`config.mk`:
```
export PLATFORM = sky130hd
export DESIGN_NAME = vga_sync_gen_flat
export DESIGN_NICKNAME = d
export VERILOG_FILES = /design/src/rtl/vga_timing_pkg.sv /design/src/rtl/vga_sync_gen_if.sv /design/src/rtl/clk_enable_div.sv /design/src/rtl/vga_sync_gen.sv /design/src/flat_wrapper.sv
export SDC_FILE = /design/constraint.sdc
export NUM_CORES = 1
export LEC_CHECK = 0
export ABC_CLOCK_PERIOD_IN_PS = 2400
export BUFFER_PORTS_ARGS = -buffer_cell sky130_fd_sc_hd__buf_2
export CAP_MARGIN = 5
export CORE_ASPECT_RATIO = 1.4
export CORE_UTILIZATION = 50
export DETAILED_ROUTE_END_ITERATION = 10
export HOLD_SLACK_MARGIN = 0.02
export PLACE_DENSITY = 0.73
export SYNTH_ARGS = -nofsm -noshare
export SYNTH_HDL_FRONTEND = slang
export SYNTH_SLANG_ARGS = --single-unit
```
`constraint.sdc`:
```
create_clock -name clk -period 2.4 [get_ports clk]
set_clock_uncertainty 0.15 [all_clocks]
set_input_delay 0.24 -clock clk [delete_from_list [all_inputs] [get_ports clk]]
set_output_delay 0.24 -clock clk [all_outputs]
set_load 0.03 [all_outputs]
```
`src/rtl/vga_timing_pkg.sv`:
```
// rtl/vga_timing_pkg.sv - 640x480@60 default timing constants shared by the display blocks
package vga_timing_pkg;

    localparam int COORD_W = 10;

    localparam int H_VISIBLE = 640;
    localparam int H_FRONT   = 16;
    localparam int H_SYNC    = 96;
    localparam int H_BACK    = 48;
    localparam int V_VISIBLE = 480;
    localparam int V_FRONT   = 10;
    localparam int V_SYNC    = 2;
    localparam int V_BACK    = 33;

    localparam int H_TOTAL  = H_VISIBLE + H_FRONT + H_SYNC + H_BACK;
    localparam int V_TOTAL  = V_VISIBLE + V_FRONT + V_SYNC + V_BACK;
    // Sync windows are half-open: START inclusive, END exclusive.
    localparam int HS_START = H_VISIBLE + H_FRONT;
    localparam int HS_END   = HS_START + H_SYNC;
    localparam int VS_START = V_VISIBLE + V_FRONT;
    localparam int VS_END   = VS_START + V_SYNC;

    function automatic logic in_span(input logic [COORD_W-1:0] v, input int lo, input int hi);
        return (int'(v) >= lo) && (int'(v) < hi);
    endfunction

endpackage

```
`src/rtl/vga_sync_gen_if.sv`:
```
// rtl/vga_sync_gen_if.sv - timing bus from the sync generator to the on-screen object blocks
interface vga_sync_gen_if;
    import vga_timing_pkg::*;

    logic [COORD_W-1:0] hsp;
    logic [COORD_W-1:0] vsp;
    logic               hsync;
    logic               vsync;
    logic               video_on;
    logic               pix_tick;
    logic               line_start;
    logic               frame_start;

    modport master (
        output hsp, vsp, hsync, vsync, video_on, pix_tick, line_start, frame_start
    );

    modport slave (
        input hsp, vsp, hsync, vsync, video_on, pix_tick, line_start, frame_start
    );
endinterface

```
`src/rtl/clk_enable_div.sv`:
```
// rtl/clk_enable_div.sv - registered one-clock enable pulse every CLK_DIV system clocks
module clk_enable_div #(
    parameter int CLK_DIV = 2
) (
    input  logic clk,
    input  logic reset,
    output logic tick
);
    localparam int CW = (CLK_DIV > 1) ? $clog2(CLK_DIV) : 1;
    localparam logic [CW-1:0] LAST = CW'(CLK_DIV - 1);
    localparam logic [CW-1:0] ONE  = CW'(1);

    logic [CW-1:0] div_cnt;

    always_ff @(posedge clk or posedge reset) begin
        if (reset) begin
            div_cnt <= '0;
            tick    <= 1'b0;
        end else if (div_cnt == LAST) begin
            div_cnt <= '0;
            tick    <= 1'b1;
        end else begin
            div_cnt <= div_cnt + ONE;
            tick    <= 1'b0;
        end
    end
endmodule

```
`src/rtl/vga_sync_gen.sv`:
```
// rtl/vga_sync_gen.sv - VGA pixel/line counters with registered sync, blanking and strobes
module vga_sync_gen
    import vga_timing_pkg::*;
#(
    parameter int   CLK_DIV     = 2,
    parameter int   H_VISIBLE   = vga_timing_pkg::H_VISIBLE,
    parameter int   H_FRONT     = vga_timing_pkg::H_FRONT,
    parameter int   H_SYNC      = vga_timing_pkg::H_SYNC,
    parameter int   H_BACK      = vga_timing_pkg::H_BACK,
    parameter int   V_VISIBLE   = vga_timing_pkg::V_VISIBLE,
    parameter int   V_FRONT     = vga_timing_pkg::V_FRONT,
    parameter int   V_SYNC      = vga_timing_pkg::V_SYNC,
    parameter int   V_BACK      = vga_timing_pkg::V_BACK,
    parameter logic SYNC_ACTIVE = 1'b0
) (
    input  logic           clk,
    input  logic           reset,
    vga_sync_gen_if.master vga
);
    localparam int H_TOT = H_VISIBLE + H_FRONT + H_SYNC + H_BACK;
    localparam int V_TOT = V_VISIBLE + V_FRONT + V_SYNC + V_BACK;
    localparam int HS_LO = H_VISIBLE + H_FRONT;
    localparam int HS_HI = HS_LO + H_SYNC;
    localparam int VS_LO = V_VISIBLE + V_FRONT;
    localparam int VS_HI = VS_LO + V_SYNC;

    localparam logic [COORD_W-1:0] H_LAST = COORD_W'(H_TOT - 1);
    localparam logic [COORD_W-1:0] V_LAST = COORD_W'(V_TOT - 1);
    localparam logic [COORD_W-1:0] ONE    = COORD_W'(1);

    logic               pix_tick;
    logic [COORD_W-1:0] hsp, vsp;
    logic [COORD_W-1:0] hsp_nxt, vsp_nxt;
    logic               hsync, vsync, video_on, line_start, frame_start;

    clk_enable_div #(.CLK_DIV(CLK_DIV)) u_pix_div (
        .clk   (clk),
        .reset (reset),
        .tick  (pix_tick)
    );

    always_comb begin
        hsp_nxt = hsp;
        vsp_nxt = vsp;
        if (pix_tick) begin
            if (hsp == H_LAST) begin
                hsp_nxt = '0;
                vsp_nxt = (vsp == V_LAST) ? '0 : vsp + ONE;
            end else begin
                hsp_nxt = hsp + ONE;
            end
        end
    end

    // Decode from the next-state counters so each flag lands with the coordinate it describes.
    // Flags only refresh on a tick, which keeps the first-frame (0,0) out of the visible area.
    always_ff @(posedge clk or posedge reset) begin
        if (reset) begin
            hsp         <= '0;
            vsp         <= '0;
            hsync       <= ~SYNC_ACTIVE;
            vsync       <= ~SYNC_ACTIVE;
            video_on    <= 1'b0;
            line_start  <= 1'b0;
            frame_start <= 1'b0;
        end else begin
            hsp         <= hsp_nxt;
            vsp         <= vsp_nxt;
            line_start  <= pix_tick && (hsp_nxt == '0);
            frame_start <= pix_tick && (hsp_nxt == '0) && (vsp_nxt == '0);
            if (pix_tick) begin
                hsync    <= in_span(hsp_nxt, HS_LO, HS_HI) ? SYNC_ACTIVE : ~SYNC_ACTIVE;
                vsync    <= in_span(vsp_nxt, VS_LO, VS_HI) ? SYNC_ACTIVE : ~SYNC_ACTIVE;
                video_on <= in_span(hsp_nxt, 0, H_VISIBLE) && in_span(vsp_nxt, 0, V_VISIBLE);
            end
        end
    end

    assign vga.hsp         = hsp;
    assign vga.vsp         = vsp;
    assign vga.hsync       = hsync;
    assign vga.vsync       = vsync;
    assign vga.video_on    = video_on;
    assign vga.pix_tick    = pix_tick;
    assign vga.line_start  = line_start;
    assign vga.frame_start = frame_start;
endmodule

```
`src/flat_wrapper.sv`:
```
// flat-port wrapper written by rule: the top's interface ports become plain ports
module vga_sync_gen_flat import vga_timing_pkg::*;
#(
    parameter int   CLK_DIV     = 2,
    parameter int   H_VISIBLE   = vga_timing_pkg::H_VISIBLE,
    parameter int   H_FRONT     = vga_timing_pkg::H_FRONT,
    parameter int   H_SYNC      = vga_timing_pkg::H_SYNC,
    parameter int   H_BACK      = vga_timing_pkg::H_BACK,
    parameter int   V_VISIBLE   = vga_timing_pkg::V_VISIBLE,
    parameter int   V_FRONT     = vga_timing_pkg::V_FRONT,
    parameter int   V_SYNC      = vga_timing_pkg::V_SYNC,
    parameter int   V_BACK      = vga_timing_pkg::V_BACK,
    parameter logic SYNC_ACTIVE = 1'b0
)
  (clk, reset, vga_hsp, vga_vsp, vga_hsync, vga_vsync, vga_video_on, vga_pix_tick, vga_line_start, vga_frame_start);
  vga_sync_gen_if vga_i ();
  input  logic clk;
  input  logic reset;
  output wire logic [$bits(vga_i.hsp)-1:0] vga_hsp;
  output wire logic [$bits(vga_i.vsp)-1:0] vga_vsp;
  output wire logic [$bits(vga_i.hsync)-1:0] vga_hsync;
  output wire logic [$bits(vga_i.vsync)-1:0] vga_vsync;
  output wire logic [$bits(vga_i.video_on)-1:0] vga_video_on;
  output wire logic [$bits(vga_i.pix_tick)-1:0] vga_pix_tick;
  output wire logic [$bits(vga_i.line_start)-1:0] vga_line_start;
  output wire logic [$bits(vga_i.frame_start)-1:0] vga_frame_start;
  assign vga_hsp = vga_i.hsp;
  assign vga_vsp = vga_i.vsp;
  assign vga_hsync = vga_i.hsync;
  assign vga_vsync = vga_i.vsync;
  assign vga_video_on = vga_i.video_on;
  assign vga_pix_tick = vga_i.pix_tick;
  assign vga_line_start = vga_i.line_start;
  assign vga_frame_start = vga_i.frame_start;
  vga_sync_gen #(.CLK_DIV(CLK_DIV), .H_VISIBLE(H_VISIBLE), .H_FRONT(H_FRONT), .H_SYNC(H_SYNC), .H_BACK(H_BACK), .V_VISIBLE(V_VISIBLE), .V_FRONT(V_FRONT), .V_SYNC(V_SYNC), .V_BACK(V_BACK), .SYNC_ACTIVE(SYNC_ACTIVE)) u_core (.clk(clk), .reset(reset), .vga(vga_i));
endmodule
```
======== Word level (Yosys, flattened, before mapping) ========
Index checks and enable logic that the tools add are counted.
operators by class
  mux-type cells .......................... 9
  reduce and logical (&&, ||, !) cells .... 7
  order comparisons ....................... 6
  equality and inequality tests ........... 2
  add/sub/neg operators ................... 3
operator list
  cell                                                   count
  two-way mux 10 bit                                     5
  adder 10 x 1 -> 10 bit (second input constant)         2
  equality test 10 bit (second input constant)           2
  logical NOT 10 bit                                     2
  < comparator 10 bit (second input constant)            2
  < comparator 10 x 9 -> 1 bit (second input constant)   2
  >= comparator 10 bit (second input constant)           1
  >= comparator 10 x 9 -> 1 bit (second input constant)  1
  logical AND 1 bit                                      5
  two-way mux 1 bit                                      4
  adder 1 bit (second input constant)                    1
word-level totals
  flip-flop bits (word level) ............. 27
  bits of input ports ..................... 2
  word-level logic and storage cells ...... 36
  output and inout bits ................... 26

======== Depth between registers and ports, before layout ========
  depth in word-level cells ............... 7
  depth in mapped cells ................... 9
  depth with buffers taken out ............ 7

======== Modules after synthesis ========
From an unflattened synthesis, not the netlist that was laid out.
second synthesis, totals
  cell total of the unflattened synthesis .. 184
  area, all modules ....................... 1646.6 µm²
by module, submodules not included
  module          times used  cells each  area each (µm²)
  vga_sync_gen    1           180         1589.0
  clk_enable_div  1           4           57.6

======== Worst setup path before layout ========
Ideal clock, no wire load.
  path type ............................... register to register
  start ................................... register u_core.hsp[0] (netlist: u_core.vga.hsp[0])
  end ..................................... register u_core.frame_start (netlist: u_core.vga.frame_start)
  setup slack ............................. -186 ps
  cell stages (with the launch flop) ...... 9
  library setup time ...................... 68 ps
  arrival time ............................ 2368 ps
  cell sequence ........................... dfrtp_1 > ha_1 > clkbuf_1 > and4_1 > nand3_2 > or3_1 > xnor2_2 > a2111oi_0 > and4_1
between the ends
  elaborated cells on any way between the ends .. 10
RTL lines
  what                         line                RTL
  start, declared              vga_sync_gen.sv:32  logic [COORD_W-1:0] hsp, vsp;
  start signal, assigned       vga_sync_gen.sv:67  hsp <= hsp_nxt;
  equality test 10 bit         vga_sync_gen.sv:46  if (hsp == H_LAST) begin
  two-way mux 10 bit           vga_sync_gen.sv:46
  two-way mux 10 bit           vga_sync_gen.sv:45  if (pix_tick) begin
  named net u_core.vsp_nxt[6]  vga_sync_gen.sv:33  logic [COORD_W-1:0] hsp_nxt, vsp_nxt;
  logical NOT 10 bit           vga_sync_gen.sv:70  frame_start <= pix_tick && (hsp_nxt == '0) && (vsp_nxt == '0);
  logical AND 1 bit            vga_sync_gen.sv:70
  end signal, assigned         vga_sync_gen.sv:70
  end, declared                vga_sync_gen.sv:34  logic hsync, vsync, video_on, line_start, frame_start;
The timed path passes the listed nets, and every way through them passes these cells.
A chain may end at the register's enable or synchronous reset.

======== Worst setup path in the final report ========
  start ................................... register u_core.hsp[7] (netlist: u_core.vga.hsp[7])
  end ..................................... register u_core.frame_start (netlist: u_core.vga.frame_start)
The elaborated chain is that of the path after synthesis.

==> metrics.md <==
| Metric | Value |
|---|---|
| Outcome | `completed` |
| Post-synthesis cell count | `165` |
| Synth area leader | `dfrtp_1` |
| Placer Congestion | `0.924` |
| Top post-synthesis cells by count | `dfrtp_1, nand2_1, nand3_1` |
| Drt wl/cell | `17.2 microns` |
| Post-layout instance area | `1930 sq um` |
| Post-DR vias/cell | `6.08` |
| Compound-Gate Fraction of Synth Area | `13.3%` |
| Pin count of the biggest net entering global routing | `21` |
| DR iter-0 viols | `40` |
| Worst-path clk slew | `0.09 ns` |
| Top-area cell type share of the netlist area | `39.5%` |
| TritonCTS clock tree | `done` |
| Post-synthesis instance area | `1580 sq um` |
| Post-layout util | `65.8%` |
| First-pass GRT wire length | `6900 microns` |
| Core region area | `2940 sq um` |
| Total CTS buffers | `3` |
| Crit start category | `flip-flop` |
| Peak Freq | `432 MHz` |
| Ranking of synthesized cells by area | `dfrtp_1, xor2_1, nand3_1, dfstp_2, nand2_1` |
| Max Cap Violations | `0` |
| Die area | `3400 sq um` |
| Leak | `0.925 nW` |
| Setup crit end kind | `flip-flop` |
| Longest Clk Path Bufs | `2` |
| Yosys warns | `0` |
| Tcrit/Tclk final | `96.5%` |
| Hold_sp | `u_core.u_pix_div.div_cnt` |
| Pwr Density | `377 nW/um^2` |
| Chip height | `68.6 microns` |
| Hold Path Depth | `0` |
| Vias | `1471` |
| Net Count, Synth | `170` |
| R2R setup slack | `0.08 ns` |
| Mux share of post-synthesis cell area | `2.21%` |
| P&R area growth vs syn | `22.0%` |
| Crit-path slowest cell | `dfrtp_1` |
| Root Driver | `clkbuf_8` |
| Post-Synth Simple-Gate Area | `26.0%` |
| Post-Route WL | `4150 microns` |
| WHS | `0.237 ns` |
| Cell with the most instances after synthesis | `dfrtp_1` |
| Max_slew headroom | `47.3%` |
| Initial Util | `54.0%` |
| GRT Overall Usage | `26.8%` |
| DR pass1 iterations | `4` |
| Final setup fails | `0` |
| Seq cells post-synth | `27` |
| Row cnt | `23` |
| CP Data Required Time | `2.42 ns` |
| FF-to-FF End | `u_core.vga.frame_start` |
| Reg2reg path depth | `7` |
| Hpwl dp | `3010 microns` |
| Worst EP arrival | `2.34 ns` |
| Unique masters post-synth | `49` |
| Post-synth ARST share | `100%` |
| Final global-route overflow total | `0` |
| CTS H-tree lvls | `1` |
| Tmin final | `2.32 ns` |
| Hold path endpoint | `u_core.u_pix_div.tick` |
| Share of cells above drive strength 1 | `34.1%` |
| Slowest stage delay, CP | `0.44 ns` |
| Worst min-delay path category | `flip-flop to flip-flop` |
| DRC viols | `0` |
| Filler cells | `253` |
| Antenna-violating nets left | `0` |
| Mean Syn Cell Area | `9.60 sq um` |
| Actual slew at the worst max-slew pin | `0.790 ns` |
| Predominant post-synthesis flop cell | `dfrtp_1` |
| Worst reg2reg path startpoint | `u_core.vga.hsp[7]` |
| Sink Count | `27` |
| Peak fanout along the critical path | `7` |
| Crit-path cells | `nor4b_4 -> nand3_2 -> buf_4 -> or4_1 -> a22oi_2 -> nor2_2 -> and4_1` |
| Ports | `28` |
| Largest family of logic cells by synthesized area | `simple AND/OR/NAND/NOR gates` |
| Setup CP Type | `flip-flop to flip-flop` |
| Post-synth EDFFs | `0` |
| Post-synthesis sequential area ratio | `42.8%` |
| Ant. Diodes | `0` |
| Max-slew violations | `0` |
| Fraction of synthesized cell area in xor and xnor cells | `8.21%` |
| Antenna violations before repair | `0` |
| Number of global-route vias before repair | `1473` |
| Post-DP Area | `1810 sq um` |
| Port Buffer Count | `27` |
| Adder-Cell Fraction of Synth Area | `2.37%` |
| Final Hold Viols | `0` |
| Peak VDD IR | `332 uV` |
| Die W | `49.6 microns` |
| Later-pin clock latency in the skew report | `0.27 ns` |
| Layout Nets | `211` |
state kept, by name, indices dropped and copies added (netlist names):
signal                    cells
u_core.vga.line_start         1
u_core.vga.video_on           1
u_core.vga.hsp               10
u_core.vga.vsp               10
u_core.vga.vsync              1
u_core.u_pix_div.tick         1
u_core.vga.frame_start        1
u_core.vga.hsync              1
u_core.u_pix_div.div_cnt      1
area by class of cell:
| cell class | instances | area [sq um] | area share (%) |
|---|---|---|---|
| Clock buffer | 3 | 41.3 | 2.14 |
| Timing Repair Buffer | 44 | 265 | 13.7 |
| Multi-Input combinational cell | 120 | 855 | 44.2 |
| Inverter | 10 | 37.5 | 1.94 |
| Clock inverter | 1 | 5.00 | 0.259 |
| Sequential cell | 27 | 682 | 35.3 |
| Tap cell | 37 | 46.3 | 2.40 |
worst max path at each step:
| stage | startpoint | endpoint | slack, ns | cells past startpoint |
|---|---|---|---|---|
| 2_1_floorplan | u_core.vga.hsp[7] | u_core.vga.frame_start | 0.0004 | 7 |
| 3_3_place_gp | u_core.vga.hsp[0] | u_core.vga.frame_start | 0.11 | 8 |
| 3_5_place_dp | u_core.vga.hsp[0] | u_core.vga.frame_start | 0.1 | 8 |
| 4_1_cts | u_core.vga.hsp[0] | u_core.vga.frame_start | 0.06 | 8 |
| 5_1_grt | u_core.vga.hsp[7] | u_core.vga.frame_start | -0.009 | 7 |
| 6_report | u_core.vga.hsp[7] | u_core.vga.frame_start | 0.08 | 7 |
timing repair:
item / CTS / global route
gates resized for setup: 0 / 6
hold endpoints to repair: 18 / 0
setup endpoints to repair: 0 / 3
hold buffers: 1 / 0
buffers inserted: 0 / 5
logic make-up (layout without fill, tap and decap cells):
| family | after synthesis | count (layout) |
|---|---|---|
| DFF | 27 | 27 |
| xor gates and xnor gates | 14 | 14 |
| AOI/OAI and AO/OA | 30 | 30 |
| adders and majority gates | 3 | 3 |
| and+or+nand+nor | 70 | 70 |
| buffers and inverters | 18 | 58 |
| muxes | 3 | 3 |
placed cells by master, fill, tap and decap left out, drive strengths merged, types with 3 or more instances in the layout:
cell type,synthesis,layout
nand3,13,13
inv,10,10
a21o,3,3
and4,4,4
o21ai,9,9
nor3,8,8
xnor2,7,7
nor2,11,11
clkbuf,3,3
xor2,7,7
nand2,14,14
dfrtp,25,25
o31ai,4,4
nand4,5,5
ha,3,3
buf,5,43
and2,3,3
metal layers:
metal	part of all wire (%)	track usage (%)	vias up
met3	3.8	3.29	15
met1	40	30.0	733
li1	-	-	670
met2	54	51.0	53
met5	0	0	-
met4	2.8	11.8	0
stage by stage:
stage                     setup TNS, ns  std cells  setup slack, ns  total power [W]
after floorplan                       0        165         0.000355         0.000470
after global placement                0        232            0.108         0.000476
after detailed placement              0        232           0.0953         0.000477
after CTS                             0        237           0.0630         0.000737
after global routing           -0.00898        242         -0.00898         0.000752
final                                 0        242           0.0848         0.000728
power breakdown:
group	internal [W]	total [W]	switching [W]	leakage, nW
combinational	0.00000379	0.0000133	0.00000955	0.554
clock	0.000116	0.000260	0.000144	0.0255
sequential	0.000455	0.000455	0	0.346
worst max-delay path: cells and delay by family (launching register included):
| kind | cells | cell delay [ns] |
|---|---|---|
| simple gates | 5 | 1.18 |
| buf+inv | 1 | 0.19 |
| flops | 1 | 0.44 |
| compound gates | 1 | 0.25 |
No activity file was read; power rests on OpenSTA's default activity.
